==> src/rtl/skolem_chk_pkg.sv <==
// Shared constants and FSM state type for the Skolem certificate checker.
package skolem_chk_pkg;

    localparam int W          = 4;
    localparam int NUM_PAIRS  = 256;
    localparam int FAIL_CNT_W = 9;

    typedef enum logic [2:0] {
        IDLE,
        APPLY,
        EVAL,
        SWEEP,
        FINISH
    } state_t;

endpackage

==> src/rtl/bvugt_shl_eval.sv <==
// Combinational predicate: sat = ((x << s) mod 2^W) >u t.
module bvugt_shl_eval #(
    parameter int W = skolem_chk_pkg::W
) (
    input  logic [W-1:0] x,
    input  logic [W-1:0] s,
    input  logic [W-1:0] t,
    output logic         sat
);

    logic [W-1:0] shifted;

    // A W-bit shift by W or more pushes every bit out, giving 0 as intended.
    assign shifted = x << s;
    assign sat     = (shifted > t);

endmodule

==> config.mk <==
export PLATFORM = sky130hd
export DESIGN_NAME = bvugt_shl_eval
export DESIGN_NICKNAME = d
export VERILOG_FILES = /design/src/rtl/skolem_chk_pkg.sv /design/src/rtl/bvugt_shl_eval.sv
export SDC_FILE = /design/constraint.sdc
export NUM_CORES = 1
export LEC_CHECK = 0
export ABC_AREA = 1
export BUFFER_PORTS_ARGS = -buffer_cell sky130_fd_sc_hd__buf_2
export CAP_MARGIN = 5
export CORE_AREA = 2 2 39 41
export DETAILED_ROUTE_END_ITERATION = 7
export DIE_AREA = 0 0 41 43
export SETUP_SLACK_MARGIN = 0.02
export SYNTH_ARGS = -nofsm -noshare
export SYNTH_HDL_FRONTEND = slang
export SYNTH_SLANG_ARGS = --single-unit
==> constraint.sdc <==
create_clock -name vclk -period 2.63
set_clock_uncertainty 0.15 [all_clocks]
set_input_delay 0 -clock vclk [all_inputs]
set_output_delay 0 -clock vclk [all_outputs]
set_load 0.02 [all_outputs]
==> flow_metrics.tcl, run 1 <==
set metrics [dict create \
    startpoint_type "primary input" \
    p_comb_share_pct 100.0 \
    hold_class "primary input to primary output" \
    max_stage_delay_ps 280 \
    maxCapViolCount 0 \
    grt_pass1_wl_um 655 \
    setup_viol 0 \
    place_area_um2 290.3 \
    ant_nets 0 \
    clockPowerShare_pct 0 \
    synth_top_area_share_pct 27.44 \
    fin_ws_ps 1345 \
    ys_top_cells_by_area "nand2_1 (27%), ha_1 (24%), inv_1 (13%)" \
    instances_no_fill 66 \
    chipHeight_um 43 \
    slew_headroom_pct 87.99 \
    wl_per_cell_um 6.227 \
    power.share.sequential_pct 0 \
    grt_max_degree 6 \
    tightest_slew_ps 179.6 \
    die-area_mm2 0.001763 \
    hold_viol_final 0 \
    vias 251 \
    avgSynthCellArea_um2 5.546 \
    ctsResizeCount 0 \
    criticalPathCategory "primary input to primary output" \
    grt-ovfl-total 0 \
    endpoint_kind "primary output" \
    io_buffers 13 \
    p_int_w 0.00001569 \
    grt.met2_usage_pct 8.750 \
    cpMostUsedCell "nand2_1" \
    nClkBuffers 0 \
    nets 68 \
    yosys_warnings 0 \
    numSequentialCells 0 \
    setup_tns_ps 0 \
    gp_congestion 0.7346 \
    dp_hpwl_um 398.1 \
    grtUsageMet1_pct 6.688 \
    max-vdd-ir-drop_v 0.00002745 \
    grt_use_met3_pct 0 \
    cp_max_fo 5 \
    rsz0062_at_grt "no" \
    syn_to_final_growth_pct 41.46 \
    synth_top_area_cell "nand2_1" \
    synth_common_cells "nand2_1 (15), inv_1 (7), ha_1 (4)" \
    num_rows 14 \
    grt_usage_pct 4.905 \
    busiest_layer "met2" \
    dr.pass1.iters 4 \
    post-synth-top-count-cell "nand2_1" \
    antenna_found_initial 0 \
    p_leak_nw 0.1850 \
    post-cts-setup-buffers 0 \
    cp.arrival_ps 1140 \
    timing.final.crit_share_pct 48.86 \
    status "complete, no violations" \
    placedCellCount 66 \
    fmax_mhz 778.1 \
    final_util_pct 20.98 \
    swShare_pct 53.86 \
    drc 0 \
    min-delay-start "t[0]" \
    drt-initial-drc-count 4 \
    final_area_um2 290.3 \
    crit_slowest_cell "ha_1" \
    syn_nets 53 \
    synth_area_um2 205.2 \
    crit_chain "buf_2 > inv_2 > nand2_1 > nand2_1 > and2_1 > ha_1 > nand2_1 > nand2_1 > nand2_1 > a21oi_1 > buf_2" \
    viasPerCell 3.803 \
    p_per_area_mw_per_mm2 117.2 \
    postCtsHoldBufs 0 \
    regArea_um2 0 \
    synth_cell_types 11 \
    pre_cts_slack_ps 1332 \
    ys_seq_area_share_pct 0 \
    core_area_mm2 0.001384 \
    postRouteWirelength_um 411 \
    io_pins 13 \
    critical_path_required_ps 2480 \
    holdPathStages 6 \
    switching_power_w 0.00001832 \
    antennaDiodeCount 0 \
    start_util_pct 14.83 \
    grt_pass1_vias 200 \
    slew_viol_final 0 \
    hold_end "sat" \
    drive_gt1_share_pct 32.00 \
    fp.dieW_um 41 \
    min_period_ps 1285 \
    syn_inst 37 \
]
## placed cells by master, fill, tap and decap left out
| cell | netlist | final |
|---|---|---|
| inv_1 | 7 | 7 |
| nor2_1 | 1 | 1 |
| a21oi_1 | 2 | 2 |
| nor3_4 | 1 | 1 |
| inv_2 | 1 | 1 |
| o21ai_0 | 2 | 2 |
| buf_2 | 0 | 13 |
| nand2_1 | 15 | 15 |
| nor3b_2 | 1 | 1 |
| nand3_1 | 2 | 2 |
| and2_1 | 1 | 1 |
| ha_1 | 4 | 4 |
## power by group through the flow
stage / logic [W] / registers (W) / clock network [W]
after floorplan: 0.0000188 / 0 / 0
after global placement: 0.0000337 / 0 / 0
after detailed placement: 0.0000346 / 0 / 0
after CTS: 0.0000347 / 0 / 0
after global routing: 0.0000391 / 0 / 0
final: 0.0000340 / 0 / 0
## per-layer routing
metal  up-vias  share of wire [%]
met1       100                 50
met3         0                7.3
met5         -                  0
met4         0                  0
met2        10                 43
li1        141                  -
## metrics by stage
| stage | total power (W) | hold slack, ps |
|---|---|---|
| floorplan | 0.00001875 | 164.8 |
| global placement | 0.00003366 | 374.1 |
| detailed placement | 0.00003459 | 369.0 |
| CTS | 0.00003471 | 377.3 |
| global route | 0.00003914 | 402.2 |
| finish | 0.00003402 | 360.6 |
## cells by family (layout without fill, tap and decap cells)
family	count (synthesis)	after routing	synth area share [%]
AOI/OAI and AO/OA	4	4	9.756
adders and majority gates	4	4	24.39
buffers and inverters	8	21	14.63
and+or+nand+nor	21	21	51.22
## final cells by class
| type | count | area (µm²) |
|---|---|---|
| well taps | 16 | 20.02 |
| fillers | 171 | 1094 |
| inverters | 8 | 30.03 |
| multi-input cells | 29 | 175.2 |
| repair buffers | 13 | 65.06 |
## critical path: cells and delay by family
family / cells / cell delay [ps]
buffers and inverters: 3 / 340
AND/OR/NAND/NOR: 6 / 410
adder cells (fa/ha/maj): 1 / 280
AO/OA/AOI/OAI: 1 / 110
## worst max-delay path by stage
stage,from,end,slack (ps),depth (start not counted)
after floorplan,s[0],sat,1460,9
after global placement,s[0],sat,1350,11
after detailed placement,s[2],sat,1330,9
after CTS,s[2],sat,1330,9
after global routing,s[0],sat,1220,12
final,s[0],sat,1340,11
Note: power is estimated with default switching activity, not from simulation.
==> run 2: changes to the inputs <==
Clock period 2.63 ns to 1.2 ns, I/O delays scaled along.
==> run 2 against run 1 <==
The flow now finishes with violations (setup timing). Wire length is 21% higher. Die area is the same. Cell count grew 3.0%. Worst setup slack worse by 1400 ps. Sequential share of layout area unchanged. Critical endpoint unchanged.
==> flow_metrics.tcl, run 2 (synthesized netlist as in run 1, its figures left out) <==
set metrics [dict create \
    slew_headroom_pct 87.86 \
    maxCapViolCount 0 \
    grt_usage_pct 5.005 \
    nClkBuffers 0 \
    final_common_cell "nand2_1" \
    ant_nets 0 \
    wl_per_cell_um 7.324 \
    endpoint_kind "primary output" \
    pre_cts_slack_ps -116.6 \
    numSequentialCells 0 \
    drc 0 \
    fmax_mhz 804.1 \
    critical_path_required_ps 1050 \
    min_period_ps 1244 \
    dr.pass1.iters 1 \
    grt_pass1_vias 200 \
    p_leak_nw 0.2064 \
    num_rows 14 \
    tightest_slew_ps 181.5 \
    hold_class "primary input to primary output" \
    gp_congestion 0.7007 \
    drive_gt1_share_pct 51.92 \
    final_util_pct 28.48 \
    grt-ovfl-total 0 \
    rsz0062_at_grt "yes" \
    most-common-layout-cells "nand2_1 (13), buf_2 (7), inv_1 (6)" \
    chipHeight_um 43 \
    fp.dieW_um 41 \
    postRouteWirelength_um 498 \
    timing.final.crit_share_pct 103.6 \
    grt_pass1_wl_um 676 \
    die-area_mm2 0.001763 \
    cp.arrival_ps 1090 \
    setup_viol 1 \
    startpoint_type "primary input" \
    hold_viol_final 0 \
    setup_tns_ps -43.61 \
    drt-initial-drc-count 0 \
    vias 256 \
    syn_to_final_growth_pct 92.07 \
    start_util_pct 14.83 \
    max-vdd-ir-drop_v 0.00008731 \
    instances_no_fill 68 \
    dp_hpwl_um 381.6 \
    regArea_um2 0 \
    cp_max_fo 4 \
    io_pins 13 \
    grt_max_degree 5 \
    status "finished with violations" \
    viasPerCell 3.765 \
    placedCellCount 67 \
    antenna_found_initial 0 \
    core_area_mm2 0.001384 \
    criticalPathCategory "primary input to primary output" \
    nets 70 \
    io_buffers 13 \
    violations "setup timing" \
    slew_viol_final 0 \
    fin_ws_ps -43.61 \
    antennaDiodeCount 0 \
    p_per_area_mw_per_mm2 290.5 \
]
-- run 2: cell types whose count changed in the layout (fill, tap and decap cells not counted), sizes merged --
cell / previous run / this run
buf: 13 / 15
-- run 2: path summary, 6_finish.rpt --
path | from | end | slack (ps) | depth (start not counted)
min | t[0] | sat | 390 | 6
max | s[0] | sat | -40 | 11
-- run 2: where the power goes --
group          switching, W  internal (W)  leakage [nW]
sequential                0             0             0
combinational     0.0000520     0.0000625         0.206
clock                     0             0             0
total             0.0000520     0.0000625         0.206
-- run 2: critical path, cell delays in order --
cell and delay, ps:
buf_8 80, inv_4 30, nand2_1 40, nand2_1 70, and2_1 190, ha_4 270, nand2_1 40, nand2_1 60
nand2_1 50, a21oi_2 110, buf_4 150
-- run 2: repair_timing --
action | 4_1_cts | 5_1_grt
hold buffers | 0 | 0
buffers inserted | 1 | 0
setup endpoints to repair | 1 | 1
pin swaps | 10 | 10
gates resized for setup | 10 | 11
-- run 2: cell type report --
class,count,area (µm²)
multi-input combinational,29,224.0
tap,16,20.02
fill,161,989.7
timing repair buffer,15,117.6
inverter,8,32.53
-- run 2: per-stage QoR --
stage               instance area [µm²]  total power, W  hold WS (ps)
floorplan                         205.2      0.00004110         164.8
global placement                  297.8      0.00007603         372.3
detailed placement                297.8      0.00007809         375.6
CTS                               341.6      0.00009410         383.2
global route                      394.1       0.0001279         450.1
finish                            394.1       0.0001145         387.0
-- run 2: layer usage --
metal	up-vias	share of wire [%]	track usage (%)
li1	146	-	-
met1	102	42	6.688
met2	8	51	9.063
met3	0	6.6	0
met4	0	0	0
met5	-	0	0
